`src/rtl/sub_serial_if.sv`:
```
`default_nettype none
// ============================================================================
//  Module      : sub_serial_if
//  Description : Operand/result bundle for the bit-serial subtractor.
//                master = requester (drives start/a/b), slave = subtractor.
//                The ovf signal exists only when SUB_SERIAL_OVF_EN is defined.
//  Revision    : 1.0  initial release
// ============================================================================
interface sub_serial_if #(
    parameter int WIDTH = 4
);
    logic             start;
    logic [WIDTH-1:0] a;
    logic [WIDTH-1:0] b;
    logic [WIDTH-1:0] q;
    logic             borrow;
    logic             busy;
    logic             done;
    logic [4:7]       led;
`ifdef SUB_SERIAL_OVF_EN
    logic             ovf;

    modport master (output start, a, b,
                    input  q, borrow, busy, done, led, ovf);
    modport slave  (input  start, a, b,
                    output q, borrow, busy, done, led, ovf);
`else
    modport master (output start, a, b,
                    input  q, borrow, busy, done, led);
    modport slave  (input  start, a, b,
                    output q, borrow, busy, done, led);
`endif
endinterface
`default_nettype wire

```
`src/rtl/sub_serial.sv`:
```
`default_nettype none
// ============================================================================
//  Module      : sub_serial
//  Description : Bit-serial WIDTH-bit subtractor, q = a - b, LSB first, one
//                full-subtractor stage with a registered borrow. Result and
//                borrow hold until the next completion; low nibble of q is
//                mirrored on an active-low LED bank.
//                Optional feature macro: SUB_SERIAL_OVF_EN (signed overflow).
//  Revision    : 1.0  initial release
// ============================================================================
module sub_serial #(
    parameter int WIDTH = 4
) (
    input  wire          clk,
    input  wire          rst_n,
    sub_serial_if.slave  bus
);

    typedef enum logic [1:0] {
        ST_IDLE = 2'd0,
        ST_RUN  = 2'd1,
        ST_DONE = 2'd2
    } state_t;

    localparam int                 c_CNT_W = $clog2(WIDTH) + 1;
    localparam logic [c_CNT_W-1:0] c_LAST  = c_CNT_W'(WIDTH - 1);

    state_t             r_state;
    state_t             w_state_nxt;
    logic               r_busy;
    logic               r_done;
    logic               w_busy_nxt;
    logic               w_done_nxt;

    logic [WIDTH-1:0]   r_ar;
    logic [WIDTH-1:0]   r_br;
    logic [WIDTH-1:0]   r_dr;
    logic               r_bw;
    logic [c_CNT_W-1:0] r_cnt;

    logic [WIDTH-1:0]   r_q;
    logic               r_borrow;
    logic [4:7]         r_led;

    logic               w_accept;
    logic               w_last;
    logic               w_d;
    logic               w_bw_nxt;
    logic [WIDTH-1:0]   w_dr_nxt;
    logic [4:7]         w_led_nxt;

`ifdef SUB_SERIAL_OVF_EN
    logic               r_amsb;
    logic               r_bmsb;
    logic               r_ovf;
    logic               w_ovf_nxt;
`endif

    assign w_accept = (r_state == ST_IDLE) && bus.start;
    assign w_last   = (r_cnt == c_LAST);

    // State register together with the registered busy/done flags
    always_ff @(posedge clk) begin
        if (!rst_n) begin
            r_state <= ST_IDLE;
            r_busy  <= 1'b0;
            r_done  <= 1'b0;
        end else begin
            r_state <= w_state_nxt;
            r_busy  <= w_busy_nxt;
            r_done  <= w_done_nxt;
        end
    end

    // Next-state decode; busy/done are the flags of the state being entered
    always_comb begin
        w_state_nxt = r_state;
        w_busy_nxt  = 1'b0;
        w_done_nxt  = 1'b0;
        case (r_state)
            ST_IDLE: begin
                if (bus.start) begin
                    w_state_nxt = ST_RUN;
                    w_busy_nxt  = 1'b1;
                end
            end
            ST_RUN: begin
                if (w_last) begin
                    w_state_nxt = ST_DONE;
                    w_done_nxt  = 1'b1;
                end else begin
                    w_busy_nxt  = 1'b1;
                end
            end
            ST_DONE: begin
                w_state_nxt = ST_IDLE;
            end
            default: begin
                w_state_nxt = ST_IDLE;
            end
        endcase
    end

    // One full-subtractor bit plus the result/LED image it would complete
    always_comb begin
        w_d      = r_ar[0] ^ r_br[0] ^ r_bw;
        w_bw_nxt = (~r_ar[0] & r_br[0]) | (~(r_ar[0] ^ r_br[0]) & r_bw);
        w_dr_nxt = {w_d, r_dr[WIDTH-1:1]};
        w_led_nxt = 4'b1111;
        for (int i = 0; i < 4; i++) begin
            w_led_nxt[4+i] = ~w_dr_nxt[i];
        end
`ifdef SUB_SERIAL_OVF_EN
        // Operand signs differ and the result sign departs from the minuend
        w_ovf_nxt = (r_amsb ^ r_bmsb) & (w_d ^ r_amsb);
`endif
    end

    // Operand latch, serial shift and result capture on the last bit
    always_ff @(posedge clk) begin
        if (!rst_n) begin
            r_ar     <= '0;
            r_br     <= '0;
            r_dr     <= '0;
            r_bw     <= 1'b0;
            r_cnt    <= '0;
            r_q      <= '0;
            r_borrow <= 1'b0;
            r_led    <= 4'b1111;
`ifdef SUB_SERIAL_OVF_EN
            r_amsb   <= 1'b0;
            r_bmsb   <= 1'b0;
            r_ovf    <= 1'b0;
`endif
        end else if (w_accept) begin
            r_ar     <= bus.a;
            r_br     <= bus.b;
            r_dr     <= '0;
            r_bw     <= 1'b0;
            r_cnt    <= '0;
`ifdef SUB_SERIAL_OVF_EN
            r_amsb   <= bus.a[WIDTH-1];
            r_bmsb   <= bus.b[WIDTH-1];
`endif
        end else if (r_state == ST_RUN) begin
            r_ar     <= {1'b0, r_ar[WIDTH-1:1]};
            r_br     <= {1'b0, r_br[WIDTH-1:1]};
            r_dr     <= w_dr_nxt;
            r_bw     <= w_bw_nxt;
            r_cnt    <= r_cnt + c_CNT_W'(1);
            if (w_last) begin
                r_q      <= w_dr_nxt;
                r_borrow <= w_bw_nxt;
                r_led    <= w_led_nxt;
`ifdef SUB_SERIAL_OVF_EN
                r_ovf    <= w_ovf_nxt;
`endif
            end
        end
    end

    assign bus.q      = r_q;
    assign bus.borrow = r_borrow;
    assign bus.busy   = r_busy;
    assign bus.done   = r_done;
    assign bus.led    = r_led;
`ifdef SUB_SERIAL_OVF_EN
    assign bus.ovf    = r_ovf;
`endif

endmodule
`default_nettype wire
```
`src/flat_wrapper.sv`:
```
// flat-port wrapper written by rule: the top's interface ports become plain ports
module sub_serial_flat 
#(
    parameter int WIDTH = 4
)
  (clk, rst_n, bus_start, bus_a, bus_b, bus_q, bus_borrow, bus_busy, bus_done, bus_led);
  sub_serial_if #(.WIDTH(WIDTH)) bus_i ();
  input  wire clk;
  input  wire rst_n;
  input wire logic [$bits(bus_i.start)-1:0] bus_start;
  input wire logic [$bits(bus_i.a)-1:0] bus_a;
  input wire logic [$bits(bus_i.b)-1:0] bus_b;
  output wire logic [$bits(bus_i.q)-1:0] bus_q;
  output wire logic [$bits(bus_i.borrow)-1:0] bus_borrow;
  output wire logic [$bits(bus_i.busy)-1:0] bus_busy;
  output wire logic [$bits(bus_i.done)-1:0] bus_done;
  output wire logic [$bits(bus_i.led)-1:0] bus_led;
  assign bus_i.start = bus_start;
  assign bus_i.a = bus_a;
  assign bus_i.b = bus_b;
  assign bus_q = bus_i.q;
  assign bus_borrow = bus_i.borrow;
  assign bus_busy = bus_i.busy;
  assign bus_done = bus_i.done;
  assign bus_led = bus_i.led;
  sub_serial #(.WIDTH(WIDTH)) u_core (.clk(clk), .rst_n(rst_n), .bus(bus_i));
endmodule
```
`config.mk`:
```
export PLATFORM = sky130hd
export DESIGN_NAME = sub_serial_flat
export DESIGN_NICKNAME = d
export VERILOG_FILES = /design/src/rtl/sub_serial_if.sv /design/src/rtl/sub_serial.sv /design/src/flat_wrapper.sv
export SDC_FILE = /design/constraint.sdc
export NUM_CORES = 1
export LEC_CHECK = 0
export BUFFER_PORTS_ARGS = -buffer_cell sky130_fd_sc_hd__buf_2
export CORE_MARGIN = 2
export CORE_UTILIZATION = 40
export CTS_CLUSTER_DIAMETER = 80
export DETAILED_ROUTE_END_ITERATION = 10
export GPL_ROUTABILITY_DRIVEN = 0
export PLACE_DENSITY_LB_ADDON = 0.15
export SETUP_SLACK_MARGIN = 0.02
export SYNTH_ARGS = -nofsm -noshare
export SYNTH_HDL_FRONTEND = slang
export SYNTH_SLANG_ARGS = --single-unit
export TNS_END_PERCENT = 50
```
`constraint.sdc`:
```
create_clock -name clk -period 1.15 [get_ports clk]
set_input_delay 0.0575 -clock clk [delete_from_list [all_inputs] [get_ports clk]]
set_output_delay 0.0575 -clock clk [all_outputs]
set_load 0.02 [all_outputs]
```
==> results of run 1 <==
==> repair_timing <==
action	CTS	global route
pin swaps	2	13
gates cloned	0	1
resized for setup	6	17
hold buffers	3	0
endpoints found under the hold margin	3	0
endpoints found under the setup margin	24	25
==> worst paths after layout <==
check | slack, ps | from | endpoint
max | -130 | u_core.r_cnt[0]$_SDFFE_PP0N_ | u_core.bus.led[6]$_SDFFE_PN1P_
min | 20 | bus_b[1] | u_core.r_br[1]$_SDFFE_PN0P_
max reg2reg | -130 | u_core.r_cnt[0]$_SDFFE_PP0N_ | u_core.bus.led[6]$_SDFFE_PN1P_
min reg2reg | 460 | u_core.r_ar[2]$_SDFFE_PN0P_ | u_core.r_ar[1]$_SDFFE_PN0P_
==> power groups by stage <==
stage / registers, mW / logic [mW] / clock network (mW)
after global routing: 1.04 / 0.268 / 0.532
final: 1.04 / 0.240 / 0.465
after global placement: 1.05 / 0.216 / 0
after CTS: 1.04 / 0.228 / 0.485
after floorplan: 1.06 / 0.143 / 0
after detailed placement: 1.06 / 0.219 / 0
==> sequential cells by signal (all words and copies together), names as in the netlist <==
register / count
u_core.bus.led: 4
u_core.bus.q: 4
u_core.r_ar: 4
u_core.r_br: 4
u_core.r_cnt: 3
u_core.r_dr: 3
u_core.r_state: 2
u_core.bus.borrow: 1
u_core.bus.busy: 1
u_core.bus.done: 1
u_core.r_bw: 1
==> cells in the final DEF (no fill, tap or decap), types with 3 or more instances in the layout <==
cell,count
buf_2,21
o21ai_1,3
o21ai_0,3
clkbuf_4,3
dlygate4sd3_1,3
a21oi_1,11
buf_4,10
o22ai_1,3
buf_6,4
dfxtp_1,23
a21oi_2,4
o211ai_1,3
nand2_2,7
dfxtp_2,5
nor2_2,3
inv_1,5
nor2_1,5
nand2_1,20
==> worst max-delay path, cell delays in order, from the launching register on <==
cell	delay (ps)
dfxtp_2	380
ha_4	140
ha_4	120
nand3b_1	190
buf_6	200
nand2_1	70
o211ai_1	90
==> metrics by stage <==
| stage | instances | instance area [sq um] | hold slack (ps) |
|---|---|---|---|
| final | 191 | 1470 | 16.9 |
| after global routing | 191 | 1470 | 1.67 |
| after CTS | 190 | 1410 | 10.6 |
| after detailed placement | 183 | 1340 | 320 |
| after global placement | 183 | 1340 | 300 |
| after floorplan | 125 | 1140 | 194 |
==> layer usage <==
layer / wire, microns / vias up / part of all wire (%) / global-route usage, %
met5: 0 / - / 0 / 0
met4: 43 / 0 / 1.9 / 7.48
met3: 50 / 6 / 2.3 / 3.00
met2: 1160 / 14 / 52 / 25.7
met1: 968 / 454 / 44 / 17.1
li1: - / 491 / - / -
==> final cells by class <==
cell class	instances	share of cell area, %
Sequential cell	28	38.6
Multi-Input combinational cell	84	37.4
Timing Repair Buffer	38	17.4
Tap cell	31	2.64
Clock buffer	4	2.47
Inverter	6	1.53
==> kinds of logic (layout without fill, tap and decap cells) <==
kind of cell | Yosys count | after routing
DFF | 28 | 28
adders and majority gates | 3 | 3
AOI/OAI and AO/OA | 35 | 35
xor gates and xnor gates | 1 | 1
buffers and inverters | 13 | 48
and+or+nand+nor | 45 | 45
==> summary.md, run 1 <==
| Metric | Value |
|---|---|
| Status | `finished, violations left` |
| Failing checks | `setup timing` |
| Remaining DRCs | `0` |
| Critical Path Sink Type | `register` |
| Cts bufs inserted | `3` |
| Die Y | `56.4 microns` |
| Compound-Gate Fraction of Synth Area | `19.5%` |
| Switching power total | `0.419 mW` |
| WP data required | `1370 ps` |
| Switching Share | `24.1%` |
| Worst Path Class, Setup | `reg -> reg` |
| Maximum vdd drop | `0.000826 V` |
| Drt wl/cell | `11.6 microns` |
| HP Class | `in -> reg` |
| Worst Path Arrival | `1500 ps` |
| Post-synthesis adder-cell area fraction | `around 4%` |
| Vias in the first global route | `roughly 920` |
| Hold depth | `3` |
| Crit Path Max Fanout | `6` |
| Synth Area in XOR/XNOR | `0.796%` |
| Setup TNS | `-1210 ps` |
| #FFs+latches synth | `28` |
| DR iter-0 viols | `10` |
| Max clock buf depth | `2` |
| Setup ws final | `-129 ps` |
| Vias per cell | `5.05` |
| Combinational Power Share | `between 10 and 15%` |
| Final Critical Period | `~1300 ps` |
| RSZ-0062 raised after global routing | `true` |
| Largest family of logic cells by synthesized area | `compound AO/OA/AOI/OAI gates` |
| Max Freq | `0.782 GHz` |
| Die ar. | `3180 sq um` |
| Syn_area_per_cell | `8.80 sq um` |
| Reg clk slew, reported paths | `approximately 140 ps` |
| Ys flop type | `dfxtp_1` |
| Via count | `roughly 970` |
| Core Area | `roughly 2700 sq um` |
| Initial antenna violation count | `0` |
| PD cells | `between 1000 and 1500 nW/um^2` |
| All-Layer GR Usage | `~15%` |
| Antenna-violating nets left | `0` |
| Antenna cell count | `0` |
| IO Pins | `22` |
| Routed wire length | `2.22 mm` |
| Final setup fails | `23` |
| Internal Power | `1.32 mW` |
| Max_cap viols | `0` |
| GRT Residual Overflow | `0` |
| Clock Skews | `between 4 and 5 ps` |
| Max-slew violation count | `0` |
| Worst-Margin Slew | `between 400 and 500 ps` |
| Layout Utilization | `a little over half` |
| Port buffer count | `21` |
| Post-synth EDFFs | `0` |
| H-tree depth | `1` |
| Syn. warnings | `0` |
| Async SR Flop Fraction | `0%` |
| Sink Count | `28` |
| TritonCTS clock tree | `yes` |
| Area leader, netlist | `dfxtp_1` |
| Final worst-path cycle share | `111%` |
| Slew Limit Headroom | `between 60% and 70%` |
| Rows | `19` |
| Total power | `~1.7 mW` |
| Die W | `between 50 and 60 microns` |
| Reg area | `567 sq um` |
| Multiplexer share of the synthesized area | `0%` |
| Initial Util | `40.9%` |
| Mapped Area | `between 1000 and 1500 sq um` |
| Largest net degree at the start of global routing | `16` |
| Static Leak | `about 0.6 nW` |
| First-pass GRT wire length | `around 3.8 mm` |
| Setup bufs post-CTS | `0` |
| Layout Nets | `175` |
| Netlist cell types | `30` |
| Synth top cells by count | `dfxtp_1, nand2_1, a21oi_1` |
| Cells on worst reg2reg path | `6` |
| Worst setup SP type | `register` |
| Top-count cell post-synth | `dfxtp_1` |
| Top post-synthesis cells by area | `dfxtp_1, nand2_1, a21oi_1` |
| Root Driver | `clkbuf_4` |
| Yosys top cell area share | `51.0%` |
| Fraction of the yosys area taken by sequential cells | `around half` |
| Multi-input combinational cell area | `551 sq um` |
| Area grow syn2layout | `33.7%` |
| Router iterations before antenna repair | `4` |
| Seq pwr share | `59.5%` |
| Post-synthesis cell count | `125` |
| Layout cells sized above 1 | `around 43%` |
| Fillcell total | `250` |
| Simple-Gate Fraction of Synth Area | `a little under a fifth` |
| Hold Violations, Final | `0` |
| Power share of the clock group | `between 20% and 30%` |
| Post-synthesis net count | `about 140` |
| Post-DP HPWL | `1.64 mm` |
| Place WS | `-150 ps` |
| Clk_lat worst skew | `between 300 and 400 ps` |
(Power assumes the default switching activity.)
==> run 2, diff against run 1 <==
==> constraint.sdc (replaced) <==
create_clock -name clk -period 1.15 [get_ports clk]
set_input_delay 0.115 -clock clk [delete_from_list [all_inputs] [get_ports clk]]
set_output_delay 0.115 -clock clk [all_outputs]
set_load 0.005 [all_outputs]
==> summary.md, run 2 (synthesis gave the netlist of run 1 again) <==
| Metric | Value |
|---|---|
| Layout Nets | `173 (was 175)` |
| # hold bufs at CTS | `0 (was 3)` |
| Final worst-path cycle share | `111% (about the same)` |
| Vias per cell | `5.04 (was 5.05)` |
| Setup TNS | `-1150 ps (was -1210 ps)` |
| Clock Skews | `2.27 ps (was 4.95 ps)` |
| Crit path cell chain | `inv_2 -> fa_2 -> nand2_1 -> a21o_1 (was ha_4 -> ha_4 -> nand3b_1 -> buf_6 -> nand2_1 -> o211ai_1)` |
| IO Pins | `22 (unchanged)` |
| Worst Path Arrival | `1510 ps (was 1500 ps)` |
| H-tree depth | `1 (unchanged)` |
| First-pass GRT wire length | `4.02 mm (was 3.77 mm)` |
| Hold Violations, Final | `0 (unchanged)` |
| Drt wl/cell | `12.5 microns (was 11.6 microns)` |
| DR iter-0 viols | `10 (unchanged)` |
| Crit Path Max Fanout | `2 (was 6)` |
| Slew Limit Headroom | `69.2% (was 67.0%)` |
| All-Layer GR Usage | `15.9% (was 14.8%)` |
| WP data required | `1380 ps (was 1370 ps)` |
| Port buffer count | `21 (unchanged)` |
| Worst setup SP type | `register (unchanged)` |
| Max clock buf depth | `2 (unchanged)` |
| Router iterations before antenna repair | `5 (was 4)` |
| Slowest CP cell | `fa_2 (was dfxtp_2)` |
| Most common cell after layout, fill and taps aside | `dfxtp_1 (unchanged)` |
| TritonCTS clock tree | `yes (unchanged)` |
| Vias in the first global route | `915 (was 919)` |
| RSZ-0062 raised after global routing | `true (unchanged)` |
| Maximum vdd drop | `0.000833 V (was 0.000826 V)` |
| Die ar. | `3180 sq um (unchanged)` |
| Max Freq | `0.780 GHz (was 0.782 GHz)` |
| Failing checks | `setup timing (unchanged)` |
| Static Leak | `0.586 nW (was 0.589 nW)` |
| Core Area | `2690 sq um (unchanged)` |
| Largest net degree at the start of global routing | `16 (unchanged)` |
| HP Class | `in -> reg (unchanged)` |
| Max-slew violation count | `0 (unchanged)` |
| Die W | `56.4 microns (unchanged)` |
| Post-DP HPWL | `1.73 mm (was 1.64 mm)` |
| Crit path largest cell delay | `570 ps (was 380 ps)` |
| Max_cap viols | `0 (unchanged)` |
| Status | `finished, violations left (unchanged)` |
| Antenna-violating nets left | `0 (unchanged)` |
| Most frequent cells in the layout | `dfxtp_1, buf_2, nand2_1 (unchanged)` |
| Final setup fails | `16 (was 23)` |
| Final Critical Period | `1280 ps (about the same)` |
| GRT Residual Overflow | `0 (unchanged)` |
| Cts bufs inserted | `3 (unchanged)` |
| Clk_lat worst skew | `310 ps (was 320 ps)` |
| Final instance area | `1460 sq um (was 1470 sq um)` |
| Worst-Margin Slew | `461 ps (was 494 ps)` |
| Root Driver | `clkbuf_4 (unchanged)` |
| CP bufs+invs | `1 (unchanged)` |
| Crit-path leading delay family | `adder cells (was flip-flops)` |
| Initial Util | `40.9% (unchanged)` |
| Routed wire length | `2.36 mm (was 2.22 mm)` |
| Die Y | `56.4 microns (unchanged)` |
| Via count | `952 (was 965)` |
| Rows | `19 (unchanged)` |
| Layout cells sized above 1 | `45.6% (was 42.5%)` |
| Critical Path Sink Type | `register (unchanged)` |
| Reg clk slew, reported paths | `150 ps (was 140 ps)` |
| Initial antenna violation count | `0 (unchanged)` |
| PD cells | `1200 nW/um^2 (was 1180 nW/um^2)` |
| Layout Utilization | `54.4% (was 54.7%)` |
| Sink Count | `28 (unchanged)` |
| Placed cell area | `1340 sq um (unchanged)` |
| Area grow syn2layout | `32.8% (was 33.7%)` |
| Place WS | `-154 ps (was -150 ps)` |
| Remaining DRCs | `0 (unchanged)` |
| Worst Path Class, Setup | `reg -> reg (unchanged)` |
| Antenna cell count | `0 (unchanged)` |
| Setup ws final | `-132 ps (was -129 ps)` |
==> run 2: layout make-up <==
type                            count  area [sq um]
Clock buffer                        4          36.3
Sequential cell                    28           568
Tap cell                           31          38.8
Inverter                            6          22.5
Fill cell                         273          1230
Multi-Input combinational cell     85           577
Timing Repair Buffer               35           218
==> run 2: metrics by stage <==
step	hold WS [ps]	power, mW	cells
floorplan	251	1.20	125
global placement	362	1.27	183
detailed placement	370	1.28	183
CTS	12.5	1.76	187
global route	18.6	1.86	189
finish	20.6	1.75	189
==> run 2: path summary, 6_finish.rpt <==
kind | startpoint | endpoint | slack, ps | cells past startpoint
worst max register to register | u_core.r_bw$_SDFFE_PP0N_ | u_core.bus.led[7]$_SDFFE_PN1P_ | -130 | 4
worst min-delay path | bus_b[3] | u_core.r_br[3]$_SDFFE_PN0P_ | 20 | 3
worst min register to register | u_core.bus.q[2]$_SDFFE_PN0P_ | u_core.bus.q[2]$_SDFFE_PN0P_ | 460 | 2
worst max-delay path | u_core.r_bw$_SDFFE_PP0N_ | u_core.bus.led[7]$_SDFFE_PN1P_ | -130 | 4
==> run 2: worst min-delay path: cells and delay by family <==
family | cells | cell delay, ps
buf+inv | 1 | 100
simple gates | 1 | 50
compound gates | 1 | 50
==> run 2: where the power goes <==
group	internal, mW	switching (mW)
sequential	1.01	0.0280
combinational	0.117	0.128
clock	0.193	0.275
==> run 2: timing repair <==
action | CTS | global route
endpoints found under the setup margin | 25 | 26
buffers inserted | 0 | 1
cloned | 0 | 1
gates resized for setup | 15 | 10
pin swaps | 14 | 4
==> run 2: routing by layer <==
layer	vias to the layer above	global-route usage (%)	share of wire, %	routed length, microns
li1	488	-	-	-
met1	446	19.8	43	1020
met2	14	27.9	53	1250
met3	4	3.46	3.0	71
met4	0	3.74	0.59	14
met5	-	0	0	0
